$ cat src/rtl/regfile_vector_mlane_if.sv
// Bus between the vector issue/writeback stages and the vector register file.
// Carries the read ports, write handshake, reservations, scoreboard and clear control.
interface regfile_vector_mlane_if #(
    parameter int NUM_REGS = 32,
    parameter int LANES    = 4,
    parameter int LANE_W   = 32,
    parameter int NUM_RD   = 2
);
    localparam int AW     = $clog2(NUM_REGS);
    localparam int DATA_W = LANES * LANE_W;

    logic [NUM_RD*AW-1:0]     rd_addr;
    logic [NUM_RD*DATA_W-1:0] rd_data;

    // Write handshake: a write lands on the rising edge where wr_valid && wr_ready.
    // wr_valid seen while wr_ready is low is dropped, so the producer must hold
    // wr_valid and the write fields stable until that edge.
    logic                     wr_valid;
    logic                     wr_ready;
    logic [AW-1:0]            wr_addr;
    logic [LANES-1:0]         wr_mask;
    logic [DATA_W-1:0]        wr_data;

    logic                     rsv_valid;
    logic [AW-1:0]            rsv_addr;
    logic [NUM_REGS-1:0]      pending;

    logic                     clr_req;
    logic                     clr_busy;

    modport master (
        output rd_addr, wr_valid, wr_addr, wr_mask, wr_data, rsv_valid, rsv_addr, clr_req,
        input  rd_data, wr_ready, pending, clr_busy
    );

    modport slave (
        input  rd_addr, wr_valid, wr_addr, wr_mask, wr_data, rsv_valid, rsv_addr, clr_req,
        output rd_data, wr_ready, pending, clr_busy
    );
endinterface

$ cat src/rtl/regfile_vector_mlane.sv
// Multi-port, lane-masked vector register file with write bypass, pending-write
// scoreboard and a one-entry-per-cycle clear engine (storage itself has no reset).
module regfile_vector_mlane #(
    parameter int NUM_REGS = 32,
    parameter int LANES    = 4,
    parameter int LANE_W   = 32,
    parameter int NUM_RD   = 2
) (
    input  logic                 clk,
    input  logic                 rst,
    regfile_vector_mlane_if.slave bus,
    output logic                 dbg_state
);
    localparam int AW     = $clog2(NUM_REGS);
    localparam int DATA_W = LANES * LANE_W;
    localparam logic [AW-1:0] LAST_IDX = AW'(NUM_REGS - 1);

    typedef enum logic {ST_CLEAR = 1'b0, ST_READY = 1'b1} state_t;

    state_t              state, state_nx;
    logic [AW-1:0]       clr_idx, clr_idx_nx;
    logic [NUM_REGS-1:0] pending_q, pending_nx;
    logic                fire;
    logic                clearing;

    logic [DATA_W-1:0]   mem [NUM_REGS];

    assign clearing      = (state == ST_CLEAR);
    assign bus.clr_busy  = clearing;
    assign bus.wr_ready  = (state == ST_READY);
    assign bus.pending   = pending_q;
    assign fire          = bus.wr_valid && bus.wr_ready;
    assign dbg_state     = state;

    always_ff @(posedge clk) begin
        if (rst) begin
            state     <= ST_CLEAR;
            clr_idx   <= '0;
            pending_q <= '0;
        end else begin
            state     <= state_nx;
            clr_idx   <= clr_idx_nx;
            pending_q <= pending_nx;
        end
    end

    // The index is compared before it wraps, so AW bits are enough.
    always_comb begin
        state_nx   = state;
        clr_idx_nx = clr_idx;
        pending_nx = pending_q;
        case (state)
            ST_CLEAR: begin
                clr_idx_nx = clr_idx + 1'b1;
                pending_nx = '0;
                if (clr_idx == LAST_IDX) begin
                    state_nx = ST_READY;
                end
            end
            ST_READY: begin
                if (bus.clr_req) begin
                    state_nx   = ST_CLEAR;
                    clr_idx_nx = '0;
                    pending_nx = '0;
                end else begin
                    if (fire) begin
                        pending_nx[bus.wr_addr] = 1'b0;
                    end
                    // Applied after the clear so a same-address reservation wins.
                    if (bus.rsv_valid) begin
                        pending_nx[bus.rsv_addr] = 1'b1;
                    end
                end
            end
            default: begin
                state_nx = ST_CLEAR;
            end
        endcase
    end

    // Writes only fire in READY, so they never collide with the clear sweep.
    always_ff @(posedge clk) begin
        if (fire) begin
            for (int l = 0; l < LANES; l++) begin
                if (bus.wr_mask[l]) begin
                    mem[bus.wr_addr][l*LANE_W +: LANE_W] <= bus.wr_data[l*LANE_W +: LANE_W];
                end
            end
        end else if (clearing) begin
            mem[clr_idx] <= '0;
        end
    end

    for (genvar p = 0; p < NUM_RD; p++) begin : g_rd
        logic [AW-1:0]     addr;
        logic [DATA_W-1:0] word;

        assign addr = bus.rd_addr[p*AW +: AW];

        // Zero-forcing while clearing hides both the unreset storage and partial sweeps.
        always_comb begin
            word = mem[addr];
            if (fire && (addr == bus.wr_addr)) begin
                for (int l = 0; l < LANES; l++) begin
                    if (bus.wr_mask[l]) begin
                        word[l*LANE_W +: LANE_W] = bus.wr_data[l*LANE_W +: LANE_W];
                    end
                end
            end
            if (clearing) begin
                word = '0;
            end
        end

        assign bus.rd_data[p*DATA_W +: DATA_W] = word;
    end
endmodule

$ cat src/flat_wrapper.sv
// flat-port wrapper written by rule: the top's interface ports become plain ports
module regfile_vector_mlane_flat 
#(
    parameter int NUM_REGS = 32,
    parameter int LANES    = 4,
    parameter int LANE_W   = 32,
    parameter int NUM_RD   = 2
)
  (clk, rst, dbg_state, bus_rd_addr, bus_wr_valid, bus_wr_addr, bus_wr_mask, bus_wr_data, bus_rsv_valid, bus_rsv_addr, bus_clr_req, bus_rd_data, bus_wr_ready, bus_pending, bus_clr_busy);
  regfile_vector_mlane_if #(.NUM_REGS(NUM_REGS), .LANES(LANES), .LANE_W(LANE_W), .NUM_RD(NUM_RD)) bus_i ();
  input  logic clk;
  input  logic rst;
  output logic dbg_state;
  input wire logic [$bits(bus_i.rd_addr)-1:0] bus_rd_addr;
  input wire logic [$bits(bus_i.wr_valid)-1:0] bus_wr_valid;
  input wire logic [$bits(bus_i.wr_addr)-1:0] bus_wr_addr;
  input wire logic [$bits(bus_i.wr_mask)-1:0] bus_wr_mask;
  input wire logic [$bits(bus_i.wr_data)-1:0] bus_wr_data;
  input wire logic [$bits(bus_i.rsv_valid)-1:0] bus_rsv_valid;
  input wire logic [$bits(bus_i.rsv_addr)-1:0] bus_rsv_addr;
  input wire logic [$bits(bus_i.clr_req)-1:0] bus_clr_req;
  output wire logic [$bits(bus_i.rd_data)-1:0] bus_rd_data;
  output wire logic [$bits(bus_i.wr_ready)-1:0] bus_wr_ready;
  output wire logic [$bits(bus_i.pending)-1:0] bus_pending;
  output wire logic [$bits(bus_i.clr_busy)-1:0] bus_clr_busy;
  assign bus_i.rd_addr = bus_rd_addr;
  assign bus_i.wr_valid = bus_wr_valid;
  assign bus_i.wr_addr = bus_wr_addr;
  assign bus_i.wr_mask = bus_wr_mask;
  assign bus_i.wr_data = bus_wr_data;
  assign bus_i.rsv_valid = bus_rsv_valid;
  assign bus_i.rsv_addr = bus_rsv_addr;
  assign bus_i.clr_req = bus_clr_req;
  assign bus_rd_data = bus_i.rd_data;
  assign bus_wr_ready = bus_i.wr_ready;
  assign bus_pending = bus_i.pending;
  assign bus_clr_busy = bus_i.clr_busy;
  regfile_vector_mlane #(.NUM_REGS(NUM_REGS), .LANES(LANES), .LANE_W(LANE_W), .NUM_RD(NUM_RD)) u_core (.clk(clk), .rst(rst), .bus(bus_i), .dbg_state(dbg_state));
endmodule
$ cat config.mk
export PLATFORM = sky130hd
export DESIGN_NAME = regfile_vector_mlane_flat
export DESIGN_NICKNAME = d
export VERILOG_FILES = /design/src/rtl/regfile_vector_mlane_if.sv /design/src/rtl/regfile_vector_mlane.sv /design/src/flat_wrapper.sv
export SDC_FILE = /design/constraint.sdc
export NUM_CORES = 2
export LEC_CHECK = 0
export CORE_MARGIN = 5
export CORE_UTILIZATION = 35
export DETAILED_ROUTE_END_ITERATION = 10
export SLEW_MARGIN = 20
export SYNTH_ARGS = -nofsm -noshare
export SYNTH_HDL_FRONTEND = slang
export SYNTH_SLANG_ARGS = --single-unit
$ cat constraint.sdc
create_clock -name clk -period 4.76 [get_ports clk]
set_clock_uncertainty 0.2 [all_clocks]
set_input_delay 0.952 -clock clk [delete_from_list [all_inputs] [get_ports clk]]
set_output_delay 0.952 -clock clk [all_outputs]
set_load 0.03 [all_outputs]
Yosys cells after proc, flatten, opt, wreduce, memory -nomap -nowiden --
Memory sizes are Yosys's and may differ from the RTL's. Index checks and enable logic that the tools add are counted.
Cells by class: $add $sub $neg 1, $lt $le $gt $ge 4, eq/ne operators 4, mux-type cells 45, bitwise gates (word level) 4, reduce and logical (&&, ||, !) cells 6
Operators with widths (count):
- $mux W128 | 5
- $mux W32 | 13
- $reduce_or A128 Y1 | 1
- $pmux W32 S2 | 1
- $and A32 B32 Y32 | 1
- $not A32 Y32 | 1
- $or A32 B32 Y32 | 1
- $mux W1 | 19
- $lt A5 B6 Y1 const B | 2
- $demux W1 S5 | 2
- $eq A5 B5 Y1 | 2
- $ge A5 B1 Y1 const B | 2
- $mux W5 | 2
- $pmux W5 S2 | 1
- $add A5 B1 Y5 const B | 1
- $eq A5 B5 Y1 const B | 1
- $logic_and A1 B1 Y1 | 5
- $mux W4 | 1
- $ne A2 B2 Y1 const B | 1
- $pmux W1 S2 | 1
- $not A1 Y1 | 1
Word-level totals: bits in registers 38, RAM bits 4096, input bits 157, output and inout port bits 291, word-level logic and storage cells 68, memories 1
Memory list:
- u_core.mem | depth 32, bits a word 128, rd ports 2, clocked after memory_dff 0, wr ports 1, RTL line regfile_vector_mlane.sv:26 | logic [DATA_W-1:0] mem [NUM_REGS];

Logic depth before layout (Yosys ltp) --
depth in word-level cells 13, mapped depth 11, depth with buffers taken out 5

Least setup slack after synthesis --
No wires, ideal clock.
path kind input port to flip-flop, start point input bus_wr_addr[3], end point memory u_core.mem[13][100] in the netlist's numbering, enable pin, library setup time 0.461 ns, arrival time 4.015 ns, slack 0.084 ns, cell stages on the path 6, cell sequence buf_2 -> nor2b_1 -> a21o_1 -> nand2_1 -> clkbuf_1 -> nor3_1
On the way: cells in the longest elaborated chain, start to end 1
Ends and longest elaborated chain:
- from (decl) | RTL line flat_wrapper.sv:16 | input wire logic [$bits(bus_i.wr_addr)-1:0] bus_wr_addr;
- $mux W5 (no source line)
- to (decl) | RTL line regfile_vector_mlane.sv:26
Every way passes these cells.

Worst setup path in the final report --
start point input bus_rd_addr[2], end point output bus_rd_data[40]
On the way: cells in the longest elaborated chain, start to end 4
Ends and longest elaborated chain:
- from (decl) | RTL line flat_wrapper.sv:14 | input wire logic [$bits(bus_i.rd_addr)-1:0] bus_rd_addr;
- $mem_v2 Z32 W128 / $eq A5 B5 Y1 (equally long branches)
- $mux W32 / $logic_and A1 B1 Y1 (equally long branches) | RTL line regfile_vector_mlane.sv:105, regfile_vector_mlane.sv:103
- $mux W128 (*) | RTL line regfile_vector_mlane.sv:103 | if (fire && (addr == bus.wr_addr)) begin
- $mux W128 (*) | RTL line regfile_vector_mlane.sv:110 | if (clearing) begin
- to (decl) | RTL line flat_wrapper.sv:22 | output wire logic [$bits(bus_i.rd_data)-1:0] bus_rd_data;
Mark *: on every way between the ends. The rest lies on a longest branch, timed or not.

==> results.yml <==
logic_synthesis:
  synth_seq_cells: 4134
  synth_nets: 10300
  yosys-top-cells-area: "edfxtp_1, mux4_2, a22oi_1"
  synth-seq-area-share_pct: 64.8
  ys_async_sr_fraction_pct: 0
  netlist.area_leader.share_pct: 64.4
  yosys.area.top_type: "edfxtp_1"
  synth-edff-count: 4096
  synth_warnings: 0
  avgSynthCellArea_sq_um: 18.9
  netlist_top_cells_count: "edfxtp_1, mux4_2, a22oi_1"
  post_synth_instance_area_sq_um: 191000
  netlist_instances: 10100
  synth_flop_cell: "edfxtp_1"
  yosysMostFrequentCell: "edfxtp_1"
  ys_types: 69
setup_path:
  reg2regPathDepth: 7
  r2r_setup_slack_ps: 1370
  setup.worst_path.end_class: "output port"
  rr_endpoint: "u_core.mem[17][15]"
  crit_path_max_fanout: 16
  cp.required_ps: 3610
  start_kind: "input port"
  cp_data_arrival_time_ps: 3680
  reg2reg_from: "u_core.bus.wr_ready"
  critical_path_class: "in -> out"
global_route:
  grt_pass1_wl_um: 977000
  grt_overflow: 0
  antenna_found_initial: 31
  grt_max_degree: 86
  first_global_vias: 122000
  gr-usage-all-layers_pct: 24.7
sta:
  final.setup.tns_ps: -200
  worst_pin_slew_ps: 1140
  max_freq_mhz: 207
  setup_viol: 6
  relSlewSlack_pct: 23.8
  drv_slew: 0
  setup_ws_ps: -67.9
  hold_viol: 0
  finalCriticalPeriod_ps: 4830
  fin_hold_ws_ps: 282
  fin_crit_sh_pct: 101
status:
  violations: "negative setup slack"
  status: "complete, but fails checks"
placement:
  post-dp-hpwl_um: 438000
  place_ws_ps: -329
  gp_congestion: 0.871
  io_buffers: 447
floorplanning:
  die_h_um: 749
  die-area_sq_um: 561000
  start_util_pct: 35.1
  dieWidth_um: 749
  rows: 271
  core_sq_um: 544000
  io_pins: 448
route:
  vias: 120000
  vias_per_cell: 6.38
  drtIter0Drc: 16300
  firstDrtPassIters: 6
  drc: 0
  wl_per_cell_um: 37.8
  ant_nets: 0
  wl_um: 712000
clock_tree:
  cts_buffer_depth: 4
  holdBufCountCts: 0
  cts_tree: "yes"
  clkTransAtPathRegs_ps: 50
  clock-sinks: 4134
  cts_root_buffer: "clkbuf_16"
  clock_latency_ps: 1050
  htree_levels: 5
  cts_inserted_buffers: 438
cells_and_area:
  layout-drive-gt1-share_pct: 35.6
  fillers: 46800
  syn2layout_area_growth_pct: 20.9
  multi_input_area_sq_um: 64500
  final-seq-area_sq_um: 124000
  nets: 11400
  finish.utilization_pct: 42.4
hold_path:
  hp-start: "u_core.bus.pending[23]"
  min_to: "u_core.bus.pending[23]"
  hold_depth: 2
  hold_class: "reg -> reg"
power_and_ir_drop:
  power.density_nw_per_um2: 351
  power.leakage_nw: 79.0
  vdd_drop_max_uv: 331
job:
  drv_cap: 0
[layer usage]
layer  track usage [%]  up-vias  part of all wire (%)
li1                  -    46000                     -
met1              32.1    64100                    37
met2              38.1     8525                    46
met3              6.59     1656                    12
met4              12.4       10                   5.9
met5                 0        -                0.0084
[cells by family (layout without fill, tap and decap cells)]
kind of cell / after synthesis / count (layout) / share of synthesized area [%]
other: 0 / 16 / 0
multiplexers: 2325 / 2325 / 24.3
adder cells (fa/ha/maj): 2 / 2 / 0.0131
flip-flops: 4134 / 4134 / 64.8
AND/OR/NAND/NOR: 996 / 996 / 2.52
XOR/XNOR: 10 / 10 / 0.0458
buffers and inverters: 925 / 2405 / 2.27
AO/OA/AOI/OAI: 1741 / 1741 / 6.10
[power breakdown]
| part | switching (mW) | internal [mW] |
|---|---|---|
| Clock | 14.9 | 19.6 |
| Sequential | 0.162 | 39.8 |
| Combinational | 3.84 | 2.82 |
[layout by cell type, fill, tap and decap left out, types with 92 or more instances in the layout]
cell                n
buf_4             775
mux4_2           1842
nor2_1            164
nand2_1           315
a22oi_1           794
o22ai_1           298
a21oi_1           291
o21ai_0           130
edfxtp_1         4096
buf_12            542
clkbuf_16         444
mux2i_1           450
clkdlybuf4s50_1   179
clkinv_1           92
clkinv_2           99
[flip-flops by register name, summed over array words and instances (netlist names)]
signal,cells
u_core.bus.pending,32
u_core.mem,4096
u_core.clr_idx,5
u_core.bus.wr_ready,1
[worst max path at each step]
stage,cells past startpoint,slack (ps),start,end
after floorplan,6,80,bus_wr_addr[3],u_core.mem[13][100]
after global placement,12,-400,bus_wr_addr[1],bus_rd_data[109]
after detailed placement,13,-330,bus_wr_addr[1],bus_rd_data[28]
after CTS,13,2,bus_wr_addr[1],bus_rd_data[19]
after global routing,12,-40,bus_wr_addr[2],bus_rd_data[92]
final,9,-70,bus_rd_addr[2],bus_rd_data[40]
[worst max-delay path: stages]
cell	delay [ps]
buf_8	200
buf_12	230
or3b_2	410
o22ai_1	170
or4_1	780
nor3_1	430
a21o_1	190
buf_12	100
buf_4	140
[area by class of cell]
cell class	count	share of cell area (%)
antenna	16	0.0173
clock buffer	523	4.91
clock inverter	288	1.30
inverter	68	0.113
multi-input combinational	5074	27.9
sequential	4134	53.6
tap	7234	3.92
timing repair buffer	1526	8.24
[what timing repair did]
action                     CTS  global route
cloned                       0             4
pin swaps                    0             5
setup endpoints to repair   64            59
resized for setup           40            40
setup buffers                2             6
[metrics by stage]
step / instance area [sq um] / power (mW) / cells
after global placement: 216000 / 47.2 / 18000
after global routing: 231000 / 83.3 / 18900
after CTS: 231000 / 81.5 / 18800
final: 231000 / 81.2 / 18900
after detailed placement: 216000 / 47.3 / 18000
after floorplan: 191000 / 44.2 / 10100
(Power assumes the default switching activity.)
